### src/rtl/button_conditioner.sv
// Button front end: synchronises each raw active-high pad, debounces it and drives
// registered active-low levels plus one-cycle press/release pulses per channel.
module button_conditioner #(
    parameter int unsigned NUM_KEYS       = 4,
    parameter int unsigned SYNC_STAGES    = 2,
    parameter int unsigned DEBOUNCE_BITS  = 16,
    parameter int unsigned DEBOUNCE_COUNT = 50000
) (
    input  logic                clk,
    input  logic                reset,
    input  logic [NUM_KEYS-1:0] keys_raw,
    output logic [NUM_KEYS-1:0] keys_n,
    output logic [NUM_KEYS-1:0] press_pulse,
    output logic [NUM_KEYS-1:0] release_pulse
);

    localparam logic [DEBOUNCE_BITS-1:0] CNT_LAST = DEBOUNCE_BITS'(DEBOUNCE_COUNT - 1);

    typedef enum logic [1:0] {
        RELEASED     = 2'd0,
        PRESS_PEND   = 2'd1,
        PRESSED      = 2'd2,
        RELEASE_PEND = 2'd3
    } state_t;

    logic [NUM_KEYS-1:0]      sync_q [SYNC_STAGES];
    logic [NUM_KEYS-1:0]      s;
    state_t                   state_q [NUM_KEYS];
    state_t                   state_d [NUM_KEYS];
    logic [DEBOUNCE_BITS-1:0] cnt_q   [NUM_KEYS];
    logic [DEBOUNCE_BITS-1:0] cnt_d   [NUM_KEYS];
    logic [NUM_KEYS-1:0]      keys_n_c;
    logic [NUM_KEYS-1:0]      press_c;
    logic [NUM_KEYS-1:0]      release_c;

    // Synchroniser chain; only the first stage ever sees keys_raw.
    always_ff @(posedge clk or posedge reset) begin
        if (reset) begin
            for (int unsigned k = 0; k < SYNC_STAGES; k++) begin
                sync_q[k] <= '0;
            end
        end else begin
            sync_q[0] <= keys_raw;
            for (int unsigned k = 1; k < SYNC_STAGES; k++) begin
                sync_q[k] <= sync_q[k-1];
            end
        end
    end

    assign s = sync_q[SYNC_STAGES-1];

    // State register, counters and registered outputs.
    always_ff @(posedge clk or posedge reset) begin
        if (reset) begin
            for (int unsigned i = 0; i < NUM_KEYS; i++) begin
                state_q[i] <= RELEASED;
                cnt_q[i]   <= '0;
            end
            keys_n        <= '1;
            press_pulse   <= '0;
            release_pulse <= '0;
        end else begin
            for (int unsigned i = 0; i < NUM_KEYS; i++) begin
                state_q[i] <= state_d[i];
                cnt_q[i]   <= cnt_d[i];
            end
            keys_n        <= keys_n_c;
            press_pulse   <= press_c;
            release_pulse <= release_c;
        end
    end

    // Next-state: a pending state commits only after an unbroken run of the new level.
    always_comb begin
        for (int unsigned i = 0; i < NUM_KEYS; i++) begin
            state_d[i] = state_q[i];
            cnt_d[i]   = cnt_q[i];
            unique case (state_q[i])
                RELEASED: begin
                    if (s[i]) begin
                        state_d[i] = PRESS_PEND;
                        cnt_d[i]   = '0;
                    end
                end
                PRESS_PEND: begin
                    if (!s[i]) begin
                        state_d[i] = RELEASED;
                    end else if (cnt_q[i] == CNT_LAST) begin
                        state_d[i] = PRESSED;
                    end else begin
                        cnt_d[i] = cnt_q[i] + DEBOUNCE_BITS'(1);
                    end
                end
                PRESSED: begin
                    if (!s[i]) begin
                        state_d[i] = RELEASE_PEND;
                        cnt_d[i]   = '0;
                    end
                end
                RELEASE_PEND: begin
                    if (s[i]) begin
                        state_d[i] = PRESSED;
                    end else if (cnt_q[i] == CNT_LAST) begin
                        state_d[i] = RELEASED;
                    end else begin
                        cnt_d[i] = cnt_q[i] + DEBOUNCE_BITS'(1);
                    end
                end
                default: begin
                    state_d[i] = RELEASED;
                    cnt_d[i]   = '0;
                end
            endcase
        end
    end

    // Output decode: level follows the committed side, pulses mark commit transitions.
    always_comb begin
        keys_n_c  = '1;
        press_c   = '0;
        release_c = '0;
        for (int unsigned i = 0; i < NUM_KEYS; i++) begin
            keys_n_c[i]  = !(state_d[i] == PRESSED || state_d[i] == RELEASE_PEND);
            press_c[i]   = (state_q[i] == PRESS_PEND)   && (state_d[i] == PRESSED);
            release_c[i] = (state_q[i] == RELEASE_PEND) && (state_d[i] == RELEASED);
        end
    end

endmodule

### config.mk
export PLATFORM = sky130hd
export DESIGN_NAME = button_conditioner
export DESIGN_NICKNAME = d
export VERILOG_FILES = /design/src/rtl/button_conditioner.sv
export SDC_FILE = /design/constraint.sdc
export NUM_CORES = 1
export LEC_CHECK = 0
export CAP_MARGIN = 30
export CORE_MARGIN = 1
export CORE_UTILIZATION = 54
export DETAILED_ROUTE_END_ITERATION = 8
export GPL_TIMING_DRIVEN = 0
export MAX_ROUTING_LAYER = met4
export PLACE_DENSITY_LB_ADDON = 0.08
export SYNTH_ARGS = -nofsm -noshare
export SYNTH_HDL_FRONTEND = slang
export SYNTH_SLANG_ARGS = --single-unit
### constraint.sdc
create_clock -name clk -period 3.09 [get_ports clk]
set_input_delay 0.4635 -clock clk [delete_from_list [all_inputs] [get_ports clk]]
set_output_delay 0.4635 -clock clk [all_outputs]
set_load 0.01 [all_outputs]
==> impl_metrics.ini, run 1 <==
[run_status]
result_of_the_run = finished clean

[placed_design]
port_buffers = 17
hpwlAfterDp_um = 6070
dpl_worst_slack_ns = 0.922
dp.cells = 589
gp_congestion = 0.887

[clocking]
htree_num_levels = 3
clk_transition_reported_paths_ns = 0.09
clock_path_buffers = 2
cts_buffers = 9
clkSinkCount = 92
tritoncts_clock_tree = done
worst_skew_pair.late_latency_ns = 0.35
cts.repair_timing.setup_buffer_count = 0
cts_repair_resize_count = 0
root_buffer = clkbuf_8
hold_buffers = 0

[pwr]
power_per_cell_area_nw_per_um2 = 445
total_power_mw = 2.29
clkPwrFrac_pct = 36.2
internal_power_mw = 1.71
vdd_ir_drop_max_mv = 0.225
swShare_pct = 25.1
p_sw_mw = 0.575
total_leakage_power_nw = 2.20
power.share.combinational_pct = 7.4
p_seq_share_pct = 56.3

[yosys]
synth_common_cells = dfrtp_1 (88), nand2_1 (53), nor2_1 (34)
synthesis.yosys.warnings = 0
postSynthCellCount = 466
synth_cell_type_count = 57
postSynthRegisterBits = 92
synth_most_common_cell = dfrtp_1
synth-edff-count = 0
ys_seq_area_share_pct = 50.1
synth_ff_type = dfrtp_1
synth_area_per_cell_um2 = 9.89
share_of_flip_flops_with_an_asynchronous_set_or_reset_after_synthesis_pct = 100
synth_largest_type_area_fraction_pct = 47.8
synth.cell_area_um2 = 4610
netlist.top_cell.by_area = dfrtp_1
mappedNetlistNets = 476
cell_types_with_the_largest_area_share_after_synthesis = dfrtp_1 (48%), nand2_1 (4.3%), o21ai_0 (3.6%)

[final_layout]
finish.utilization_pct = 62.6
syn_to_final_growth_pct = 11.6
fraction_of_final_layout_cells_sized_beyond_drive_strength_1_pct = 9.20
layout.cells.non_filler = 605
design.final.nets = 505
insertedDiodeCount = 0

[min_path]
worst_hold_path_type = flip-flop to flip-flop
hold_crit_start = sync_q[4]

[global_route]
vias_in_the_first_global_route = 3280
grt.overflow.total = 0
first_pass_grt_wire_length_um = 15200
grt_antenna_before_repair = 0
maximum_number_of_pins_on_one_net_before_global_route_repair = 72
grt.total_usage_pct = 22.0

[sta]
fmaxAchievable_mhz = 459
rsz0062_at_grt = false
post-route-worst-setup-slack_ns = 0.911
worst_clock_skew_ns = 0.0119
timing.final.crit_share_pct = 70.5
max_slew.worst_pin.slew_ns = 0.701
min_period_ns = 2.18
drv_slew = 0
timing.final.setup_violations = 0
tightest_slew_margin_relative_to_the_limit_pct = 52.9
fin_hold_ws_ns = 0.353
finalHoldViolCount = 0

[setup_path]
crit_path_start = cnt_q[39]
start_of_the_worst_register_to_register_path = cnt_q[39]
path_cells = or4_1 -> or4_4 -> nand3_1 -> buf_2 -> o21ai_0
cp_data_arrival_time_ns = 2.40
critical_path.startpoint_type = flip-flop
max_stage_delay_ns = 0.56
cp_max_fo = 10
highest_delay_cell_along_the_critical_path = or4_4
cp_data_required_time_ns = 3.31
timing_worst_setup_path_type = flip-flop to flip-flop
timing.critical_path.to_type = flip-flop

[die]
ports = 18
rows = 33
die_area_um2 = 8900
core_um2 = 8220
effective_utilization_at_floorplan_pct = 56.1
die_x_um = 94.4
floorplan.die.height_um = 94.4

[run]
max-cap-violations = 0

[routing]
remaining_drc_errors = 0
routed-via-count = 3651
wl_per_cell_um = 14.7
antenna_violating_nets_post_route = 0
initialDrtViolationCount = 142
wl_um = 8870
dr.pass1.iters = 4
post_drt_via_cell_ratio = 6.03
registers in the layout (all words and copies together), names as in the netlist:
name	flops
cnt_q	64
state_q	8
keys_n	4
press_pulse	4
release_pulse	4
s	4
sync_q	4
stage by stage:
stage / cell area, um2 / TNS (ns)
floorplan: 4610 / 0
global placement: 4910 / -96.82
detailed placement: 4940 / 0
CTS: 5140 / 0
global route: 5140 / 0
finish: 5140 / 0
path summary, 6_finish.rpt:
path                                  end  slack [ns]  cells past startpoint
worst max-delay path            cnt_q[41]        0.91                      5
min in group asynchronous       cnt_q[27]        0.42                      2
max in group asynchronous       keys_n[1]        2.00                      3
worst max register to register  cnt_q[41]        0.91                      5
worst min register to register       s[0]        0.35                      0
worst min-delay path                 s[0]        0.35                      0
cell usage in the layout (no fill, tap or decap), drive strengths merged, types with 15 or more instances in the layout:
master and instances:
nor2 34, a22o 16, nand3 28, nor3 15
clkbuf 22, clkdlybuf4s50 17, nand2 54, dfrtp 88
o21ai 34
critical path: cells and delay by family (launching register included):
family                 cells  cell delay, ns
buffers and inverters      1            0.25
and+or+nand+nor            3            1.24
AOI/OAI and AO/OA          1            0.13
DFF                        1            0.44
metal layers:
layer	vias up	track usage [%]	wire length, um
li1	1771	-	-
met1	1787	30.9	4280
met2	84	33.3	4160
met3	9	3.06	348
met4	0	6.67	87
met5	-	-	0
layout make-up:
| cell class | count | area (um2) |
|---|---|---|
| fillers | 680 | 3070 |
| flip-flops and latches | 92 | 2310 |
| multi-input cells | 346 | 2170 |
| repair buffers | 18 | 198 |
| clock buffers | 11 | 141 |
| well taps | 105 | 131 |
| plain buffers | 16 | 85.1 |
| clock inverters | 5 | 62.6 |
| inverters | 12 | 50.0 |
power by group through the flow:
stage	Clock [mW]	Combinational (mW)	Sequential (mW)
global route	0.897	0.197	1.30
global placement	0	0.163	1.31
finish	0.828	0.170	1.29
detailed placement	0	0.174	1.31
CTS	0.846	0.173	1.29
floorplan	0	0.131	1.30
cell families (layout without fill, tap and decap cells):
family / after synthesis / in the layout / synth area share, %
xor gates and xnor gates: 16 / 16 / 3.04
buffers and inverters: 28 / 62 / 2.88
AOI/OAI and AO/OA: 90 / 90 / 13.5
adders and majority gates: 4 / 4 / 1.09
and+or+nand+nor: 225 / 225 / 26.8
DFF: 92 / 92 / 50.1
muxes: 11 / 11 / 2.61
(Power assumes the default switching activity.)
==> run 2, diff against run 1 <==
Clock period 3.09 ns to 1.9 ns, I/O delays scaled along.
==> impl_metrics.ini, run 2 (synthesis results as in run 1) <==
[sta]
worst_clock_skew_ns = 0.0133
timing.final.setup_violations = 19
max_slew.worst_pin.slew_ns = 0.778
tightest_slew_margin_relative_to_the_limit_pct = 47.7
min_period_ns = 1.98
rsz0062_at_grt = true
post-route-worst-setup-slack_ns = -0.0803
fmaxAchievable_mhz = 505
finalHoldViolCount = 0
timing.final.crit_share_pct = 104
totalNegativeSetupSlack_ns = -0.552
drv_slew = 0

[routing]
initialDrtViolationCount = 164
remaining_drc_errors = 0
wl_per_cell_um = 16.0
routed-via-count = 3820
antenna_violating_nets_post_route = 0
post_drt_via_cell_ratio = 6.10
wl_um = 10000
dr.pass1.iters = 7

[setup_path]
timing.critical_path.to_type = flip-flop
critical_path.startpoint_type = flip-flop
cp_data_arrival_time_ns = 2.20
cp_data_required_time_ns = 2.12
cp_max_fo = 7
timing_worst_setup_path_type = flip-flop to flip-flop

[final_layout]
reg.largest.list = cnt_q x64, state_q x8
regMostFlops = cnt_q
mostFrequentLayoutCell = dfrtp_1
syn_to_final_growth_pct = 20.7
insertedDiodeCount = 0
fraction_of_final_layout_cells_sized_beyond_drive_strength_1_pct = 20.5
design.final.nets = 526
final_cell_mix = dfrtp_1 (85), nand2_1 (50), nor2_1 (34), nand3_1 (26), o21ai_0 (20)
largest_register_ff_count = 64

[clocking]
clock_path_buffers = 2
clkSinkCount = 92
worst_skew_pair.late_latency_ns = 0.36
htree_num_levels = 3
tritoncts_clock_tree = done
root_buffer = clkbuf_8
hold_buffers = 0
clk_transition_reported_paths_ns = 0.09
cts_buffers = 9

[die]
floorplan.die.height_um = 94.4
ports = 18
rows = 33
effective_utilization_at_floorplan_pct = 56.1
core_um2 = 8220
die_x_um = 94.4
die_area_um2 = 8900

[pwr]
vdd_ir_drop_max_mv = 0.412
total_leakage_power_nw = 2.42
total_power_mw = 3.86
power_per_cell_area_nw_per_um2 = 694

[global_route]
vias_in_the_first_global_route = 3467
grt.overflow.total = 0
first_pass_grt_wire_length_um = 16400
grt_antenna_before_repair = 0
grt.total_usage_pct = 24.6
maximum_number_of_pins_on_one_net_before_global_route_repair = 44

[min_path]
worst_hold_path_type = primary input to asynchronous set/reset pin

[run_status]
result_of_the_run = finished with violations
violated_checks = negative setup slack

[placed_design]
port_buffers = 17
gp_congestion = 0.916
hpwlAfterDp_um = 6320
dpl_worst_slack_ns = -0.217

[run]
max-cap-violations = 0
==> run 2: worst max-delay path, cell delays in order, from the launching register on <==
cell	delay [ns]
dfrtp_2	0.43
or4_4	0.54
or4_4	0.45
nand2b_4	0.15
inv_4	0.05
nand2_2	0.12
o21ai_0	0.11
==> run 2: cell type report <==
| class | instances | area, um2 |
|---|---|---|
| Fill cell | 615 | 2660 |
| Clock buffer | 10 | 128 |
| Inverter | 12 | 51.3 |
| Buffer | 12 | 78.8 |
| Multi-Input combinational cell | 346 | 2360 |
| Clock inverter | 6 | 87.6 |
| Sequential cell | 92 | 2310 |
| Timing Repair Buffer | 43 | 409 |
| Tap cell | 105 | 131 |
==> run 2: metrics by stage <==
| step | cell area (um2) | utilization [%] | hold slack (ns) | std cells |
|---|---|---|---|---|
| 4_1_cts | 5440 | 66.1 | 0.290 | 627 |
| 2_1_floorplan | 4630 | - | 0.316 | 466 |
| 6_report | 5560 | 67.7 | 0.284 | 626 |
| 5_1_grt | 5560 | 67.7 | 0.317 | 626 |
| 3_5_place_dp | 4970 | 60.5 | 0.342 | 590 |
| 3_3_place_gp | 4930 | 60.0 | 0.333 | 588 |
==> run 2: worst paths after layout <==
| kind | to | slack (ns) | depth (start not counted) | from |
|---|---|---|---|---|
| min in group clk | sync_q[6] | 0.35 | 1 | keys_raw[2] |
| max in group asynchronous | keys_n[2] | 0.78 | 4 | reset |
| setup / recovery | cnt_q[48] | -0.08 | 6 | cnt_q[61] |
| hold reg to reg | s[2] | 0.36 | 0 | sync_q[6] |
| hold / removal | cnt_q[53] | 0.28 | 2 | reset |
| setup reg to reg | cnt_q[48] | -0.08 | 6 | cnt_q[61] |
==> run 2: per-layer routing <==
metal | routed length [um] | share of wire [%] | track usage (%)
met1 | 4550 | 45 | 32.8
met2 | 4910 | 49 | 38.3
met3 | 445 | 4.4 | 4.11
met4 | 144 | 1.4 | 7.95
met5 | 0 | 0 | -
==> run 2: timing repair <==
| item | in CTS | in global routing |
|---|---|---|
| pin swaps | 3 | 13 |
| setup buffers | 19 | 2 |
| cloned | 3 | 0 |
| setup endpoints to repair | 39 | 42 |
| resized for setup | 25 | 44 |
==> run 2: where the power goes <==
| group | total (mW) | internal, mW | switching, mW |
|---|---|---|---|
| combinational | 0.310 | 0.139 | 0.171 |
| clock | 1.43 | 0.745 | 0.687 |
| sequential | 2.12 | 2.02 | 0.0971 |
| total | 3.86 | 2.90 | 0.955 |
